**src/rtl/up_down_counter_cfg.sv**
```systemverilog
// up_down_counter_cfg
//   WIDTH-bit up/down counter with run-time programmable inclusive limits.
//   Supports wrap or saturate at the limits (selectable per cycle), synchronous
//   clear, clamped parallel load, and a registered one-cycle wrap pulse.
//
// Ports
//   clk       rising-edge clock
//   rst_n     asynchronous active-low reset (count=RST_VAL, wrap=0)
//   clr       synchronous clear to cfg_min
//   load      synchronous load of load_val, clamped into [cfg_min, cfg_max]
//   load_val  value to load
//   en        count enable
//   up        1 = increment, 0 = decrement
//   sat_mode  1 = saturate at limits, 0 = wrap between limits
//   cfg_min   lower limit (inclusive, unsigned)
//   cfg_max   upper limit (inclusive, unsigned)
//   count     registered counter value
//   at_max    count == cfg_max (combinational)
//   at_min    count == cfg_min (combinational)
//   wrap      one-cycle pulse: a wrap occurred on the last edge
//   cfg_err   cfg_min > cfg_max (combinational); freezes the counter
module up_down_counter_cfg #(
  parameter int WIDTH   = 4,
  parameter int RST_VAL = 0
) (
  input  logic             clk,
  input  logic             rst_n,
  input  logic             clr,
  input  logic             load,
  input  logic [WIDTH-1:0] load_val,
  input  logic             en,
  input  logic             up,
  input  logic             sat_mode,
  input  logic [WIDTH-1:0] cfg_min,
  input  logic [WIDTH-1:0] cfg_max,
  output logic [WIDTH-1:0] count,
  output logic             at_max,
  output logic             at_min,
  output logic             wrap,
  output logic             cfg_err
);

  localparam logic [WIDTH-1:0] RST_CNT = WIDTH'(RST_VAL);
  localparam logic [WIDTH-1:0] ONE     = WIDTH'(1);

  logic [WIDTH-1:0] count_nxt;
  logic             wrap_nxt;

  // Clamp a value into the inclusive range [lo, hi]; caller guarantees lo <= hi.
  function automatic logic [WIDTH-1:0] clamp(input logic [WIDTH-1:0] val,
                                             input logic [WIDTH-1:0] lo,
                                             input logic [WIDTH-1:0] hi);
    logic [WIDTH-1:0] res;
    res = val;
    if (val < lo) res = lo;
    else if (val > hi) res = hi;
    return res;
  endfunction

  assign cfg_err = (cfg_min > cfg_max);
  assign at_max  = (count == cfg_max);
  assign at_min  = (count == cfg_min);

  always_comb begin
    count_nxt = count;
    wrap_nxt  = 1'b0;
    if (cfg_err) begin
      count_nxt = count;
    end else if (clr) begin
      count_nxt = cfg_min;
    end else if (load) begin
      count_nxt = clamp(load_val, cfg_min, cfg_max);
    end else if (en) begin
      if ((count > cfg_max) || (count < cfg_min)) begin
        // Limits moved under the counter: snap to the limit we count away from.
        count_nxt = up ? cfg_min : cfg_max;
      end else if (up) begin
        if (count < cfg_max) begin
          count_nxt = count + ONE;
        end else if (!sat_mode) begin
          count_nxt = cfg_min;
          wrap_nxt  = 1'b1;
        end
      end else begin
        if (count > cfg_min) begin
          count_nxt = count - ONE;
        end else if (!sat_mode) begin
          count_nxt = cfg_max;
          wrap_nxt  = 1'b1;
        end
      end
    end
  end

  always_ff @(posedge clk or negedge rst_n) begin
    if (!rst_n) begin
      count <= RST_CNT;
      wrap  <= 1'b0;
    end else begin
      count <= count_nxt;
      wrap  <= wrap_nxt;
    end
  end

endmodule

```
**config.mk**
```make
export PLATFORM = sky130hd
export DESIGN_NAME = up_down_counter_cfg
export DESIGN_NICKNAME = d
export VERILOG_FILES = /design/src/rtl/up_down_counter_cfg.sv
export SDC_FILE = /design/constraint.sdc
export NUM_CORES = 1
export LEC_CHECK = 0
export ABC_CLOCK_PERIOD_IN_PS = 2500
export CORE_ASPECT_RATIO = 1.4
export CORE_MARGIN = 2
export CORE_UTILIZATION = 52
export CTS_BUF_LIST = sky130_fd_sc_hd__clkbuf_4 sky130_fd_sc_hd__clkbuf_8
export DETAILED_ROUTE_END_ITERATION = 16
export HOLD_SLACK_MARGIN = 0.08
export MAX_ROUTING_LAYER = met4
export PLACE_DENSITY = 0.85
export SKIP_CTS_REPAIR_TIMING = 1
export SKIP_LAST_GASP = 1
export SLEW_MARGIN = 20
export SYNTH_ARGS = -nofsm -noshare
export SYNTH_HDL_FRONTEND = slang
export SYNTH_SLANG_ARGS = --single-unit
```
**constraint.sdc**
```tcl
create_clock -name clk -period 2.5 [get_ports clk]
set_input_delay 0.5 -clock clk [delete_from_list [all_inputs] [get_ports clk]]
set_output_delay 0.5 -clock clk [all_outputs]
set_load 0.005 [all_outputs]
```
* After elaboration in Yosys (flattened, before gate mapping)
Cells that the tools add are included.
Word-level totals: register bits 5, input bits 19, output and inout bits 8, word-level logic and storage cells 40
Operators by class: add/sub/neg operators 2, magnitude comparators 7, eq/ne operators 4, mux-type cells 21, bitwise gates (word level) 1, reductions and logical operators 3
Operator list (count):
- $mux 4 | 12
- $gt 4x4->1 | 4
- $lt 4x4->1 | 3
- $ne 6x4->1 const B | 2
- $mux 1 | 9
- $eq 4x4->1 | 2
- $add 4x1->4 const B | 1
- $reduce_and 4->1 | 1
- $sub 4x1->4 const B | 1
- $reduce_bool 3->1 | 1
- $logic_or 1x1->1 | 1
- $not 1->1 | 1

* Longest topological paths before layout
depth in word-level cells 8, gate-level depth with buffers 9, gate-level depth less buffers 9

* Least setup slack after synthesis
No wires, ideal clock.
path kind input-to-reg, start in cfg_max[3], end reg count[0], arrival 2.184 ns, required time 2.375 ns, slack 0.192 ns, cell stages on the path 8, buffers on the path 0, cells stage by stage inv_1 ha_1 a21o_1 nor3_1 o22ai_1 o211a_1 a311oi_4 mux2_2
On the way: cells in the longest elaborated chain, start to end 7, elaborated cells between the ends (all ways) 17, classes of those cells 4 x order compare; 2 x eq/ne; 8 x mux; 1 x bitwise; 2 x reduce/logical
Ends and longest elaborated chain:
- start: declaration | RTL line 35 | input logic [WIDTH-1:0] cfg_max,
- $lt 4x4->1 | RTL line 78 | if (count < cfg_max) begin
- $mux 4 | RTL line 78
- $mux 4 | RTL line 77 | end else if (up) begin
- $mux 4 | RTL line 74 | if ((count > cfg_max) || (count < cfg_min)) begin
- $mux 4 | RTL line 73 | end else if (en) begin
- $mux 4 | RTL line 71 | end else if (load) begin
- $mux 4 | RTL line 69 | end else if (clr) begin
- end signal: assignment | RTL line 100 | count <= count_nxt;
- end: declaration | RTL line 36 | output logic [WIDTH-1:0] count,
Several ways; a longest one is shown, not always the timed one. The select of a mux whose other input is x is not followed. A chain may end at the register's enable or synchronous reset.

* Worst setup path in the final report
start in cfg_max[1], end reg count[1]
On the way: cells in the longest elaborated chain, start to end 7, elaborated cells between the ends (all ways) 20, classes of those cells 4 x order compare; 2 x eq/ne; 11 x mux; 1 x bitwise; 2 x reduce/logical
Ends and longest elaborated chain (RTL line):
- $lt 4x4->1 or $mux 4 (tied branches) | 78, 87
- $mux 4 (on tied branches) | 78, 85
- $mux 4 | 77
- $mux 4 | 74
- $mux 4 | 73
- $mux 4 | 71
- $mux 4 | 69
Several ways; a longest one is shown, not always the timed one. The select of a mux whose other input is x is not followed.

==> flow_summary_export.csv <==
group,metric,value,unit
sta,fmax,403,MHz
sta,relSlewSlack,0.649,
detailed_routing,viasPerCell,6.70,
clocking,cts_buffer_depth,2,
power_and_ir_drop,vdd_drop_max,0.449,mV
global_routing,grt_use_total,0.335,
layout,nFillCells,92,
clocking,cts_buffers,3,
layout,fin_util,0.890,
placement,place_area,1710,um2
layout,area_growth,67.4,%
detailed_routing,maxUsedRoutingLayer,"met4",
placement,dp_cells,220,
logic_synthesis,synth_area_per_cell,8.44,um2
detailed_routing,wl_met3,274,um
clocking,cts-root-buf,"clkbuf_4",
logic_synthesis,syn_area,1130,um2
floorplan,coreArea,2130,um2
worst_setup_path,cp-end-kind,"flip-flop",
floorplan,start_util,0.532,
logic_synthesis,synth.top_cells.by_area,"ha_1, dfrtp_1, mux2i_1, o211ai_1, inv_1",
sta,fin_crit_sh,0.993,
global_routing,grt_pass1_wl,6.27,mm
detailed_routing,drt-initial-drc-count,91,
logic_synthesis,synth.distinct_cells,40,
logic_synthesis,ys_async_sr_fraction,1.00,
floorplan,die_h,59.2,um
worst_setup_path,rr_startpoint,"count[1]",
detailed_routing,drt-total-wl,4.96,mm
floorplan,core.rowCount,20,
detailed_routing,vias,1500,
placement,pre_cts_ws,-0.514,ns
sta,period_minus_slack,2.48,ns
logic_synthesis,synth_nets,174,
logic_synthesis,synth_area_leader_cell,"ha_1",
detailed_routing,ant_nets,0,
logic_synthesis,yosys_warnings,0,
layout,fin_cells,224,
worst_setup_path,cp_data_required_time,2.62,ns
power_and_ir_drop,cellLeakagePower,1.01,nW
job,drv_cap,0,
sta,worstMarginPinSlew,0.525,ns
detailed_routing,drtPass1Iterations,6,
floorplan,die-area,2570,um2
detailed_routing,wl_met1,1.65,mm
logic_synthesis,synth_most_common_cell,"ha_1",
placement,place_hpwl,3.34,mm
layout,drive_above_1_share,0.391,
clocking,cts_htree_levels,1,
floorplan,die_w,43.4,um
worst_setup_path,critPathKind,"in2reg",
logic_synthesis,ys_seq_elements,5,
global_routing,grt_pass1_vias,1456,
logic_synthesis,ys.flop_type,"dfrtp_1",
sta,fin_worst_skew,0.000172,ns
sta,hold_ws,0.482,ns
clocking,clock_sink_count,5,
sta,finalSetupViolCount,0,
global_routing,overflow,0,
detailed_routing,route.met2.wl,2.71,mm
worst_setup_path,startpoint_type,"primary input",
layout,fin_area,1890,um2
logic_synthesis,ys_seq_area_frac,0.111,
detailed_routing,routedWlPerCell,22.1,um
worst_hold_path,hold_class,"in2async",
clocking,cts.reportedPaths.clkPinSlew,0.04,ns
floorplan,io_pins,27,
clocking,cts_tree,"done",
status,outcome,"complete, no violations",
worst_setup_path,worstPathMaxFanout,4,
global_routing,antenna_found_initial,0,
detailed_routing,route.detailed.drc,0,
layout,nets,243,
worst_setup_path,critPathArrivalTime,2.61,ns
sta,setup_ws,0.0166,ns
worst_setup_path,startpoint,"cfg_max[1]",
logic_synthesis,synthCells,134,
global_routing,grt_max_degree,15,
placement,port-buffer-count,26,
logic_synthesis,ys_top_cells_by_count,"ha_1, inv_1, o211ai_1, nand2_1, mux2i_1",
clocking,insertion_delay,0.24,ns
sta,hold_viol_final,0,
logic_synthesis,yosysTopAreaCellShare,0.232,
sta,slew_violations,0,
placement,place_congestion,1.06,
power_and_ir_drop,p_per_area,622,nW/um2
logic_synthesis,synth-edff-count,0,
layout,n_antenna_cell,0,
==> cell families (layout without fill, tap and decap cells) <==
logic type / after synthesis / after routing / share of synthesized area
AND/OR/NAND/NOR: 32 / 32 / 0.155
adder cells (fa/ha/maj): 21 / 21 / 0.232
XOR/XNOR: 4 / 4 / 0.0310
flip-flops: 5 / 5 / 0.111
multiplexers: 13 / 13 / 0.129
AO/OA/AOI/OAI: 42 / 42 / 0.285
buffers and inverters: 17 / 85 / 0.0564
==> per-layer routing <==
| metal | GRT usage | vias to the layer above |
|---|---|---|
| met4 | 0.303 | 0 |
| met3 | 0.0366 | 43 |
| met2 | 0.588 | 99 |
| met5 | - | - |
| li1 | - | 651 |
| met1 | 0.310 | 707 |
==> flip-flops by register name, summed over array words and instances, names as in the netlist <==
name   count
count      4
wrap       1
==> area by class of cell <==
type                       count  area [um2]  share of cell area
clock buffer                   4        30.0              0.0159
inverter                      15        56.3              0.0297
multi-input combinational    112        1060               0.562
sequential                     5         125              0.0661
tap                           22        27.5              0.0145
timing repair buffer          66         589               0.311
==> per-stage QoR <==
stage | TNS (ns) | power (mW)
final | 0 | 1.18
after global routing | -0.129 | 1.25
after CTS | -1.95 | 1.07
after detailed placement | -3.10 | 0.957
after global placement | -2.54 | 0.913
after floorplan | 0 | 0.554
==> placed cells by master (no fill, tap or decap), types with 2 or more instances in the layout <==
master            n
inv_2             5
mux2_2            3
nand3_1           3
mux2_4            4
o211ai_1          8
nor2b_1           2
ha_1             15
clkdlybuf4s50_1  13
dlymetal6s2s_1   12
dfrtp_1           5
buf_4            39
clkbuf_4          4
o22ai_1           2
mux2i_1           6
nand2_1           7
a21o_1            2
a21oi_1           4
ha_4              6
nor3_1            5
a21oi_2           3
o21ai_0           4
nor2_1            4
o211a_1           2
nand3b_1          2
o22ai_2           3
xor2_1            3
a31oi_1           3
inv_1            10
==> worst max-delay path, cell delays in order <==
cell            delay (ns)
dlymetal6s2s_1        0.14
inv_2                 0.10
buf_4                 0.14
ha_1                  0.30
nand3_2               0.09
o22ai_1               0.17
o22a_2                0.18
buf_4                 0.14
mux2_2                0.34
o22ai_2               0.12
a31oi_1               0.09
mux2_4                0.30
==> final timing paths <==
path	to	slack, ns	depth (start not counted)
worst max-delay path	count[1]	0.02	12
worst min-delay path	count[2]	0.48	1
worst max register to register	count[1]	0.07	7
worst min register to register	count[0]	0.67	2
max in group asynchronous	count[0]	1.82	1
min in group clk	count[0]	0.67	2
==> report_power, final <==
group	switching (mW)	internal [mW]	leakage, nW	total [mW]
clock network	0.0332	0.0712	0.0184	0.104
logic	0.447	0.495	0.930	0.942
registers	0.0309	0.102	0.0602	0.132
Note: power is estimated with default switching activity, not from simulation.
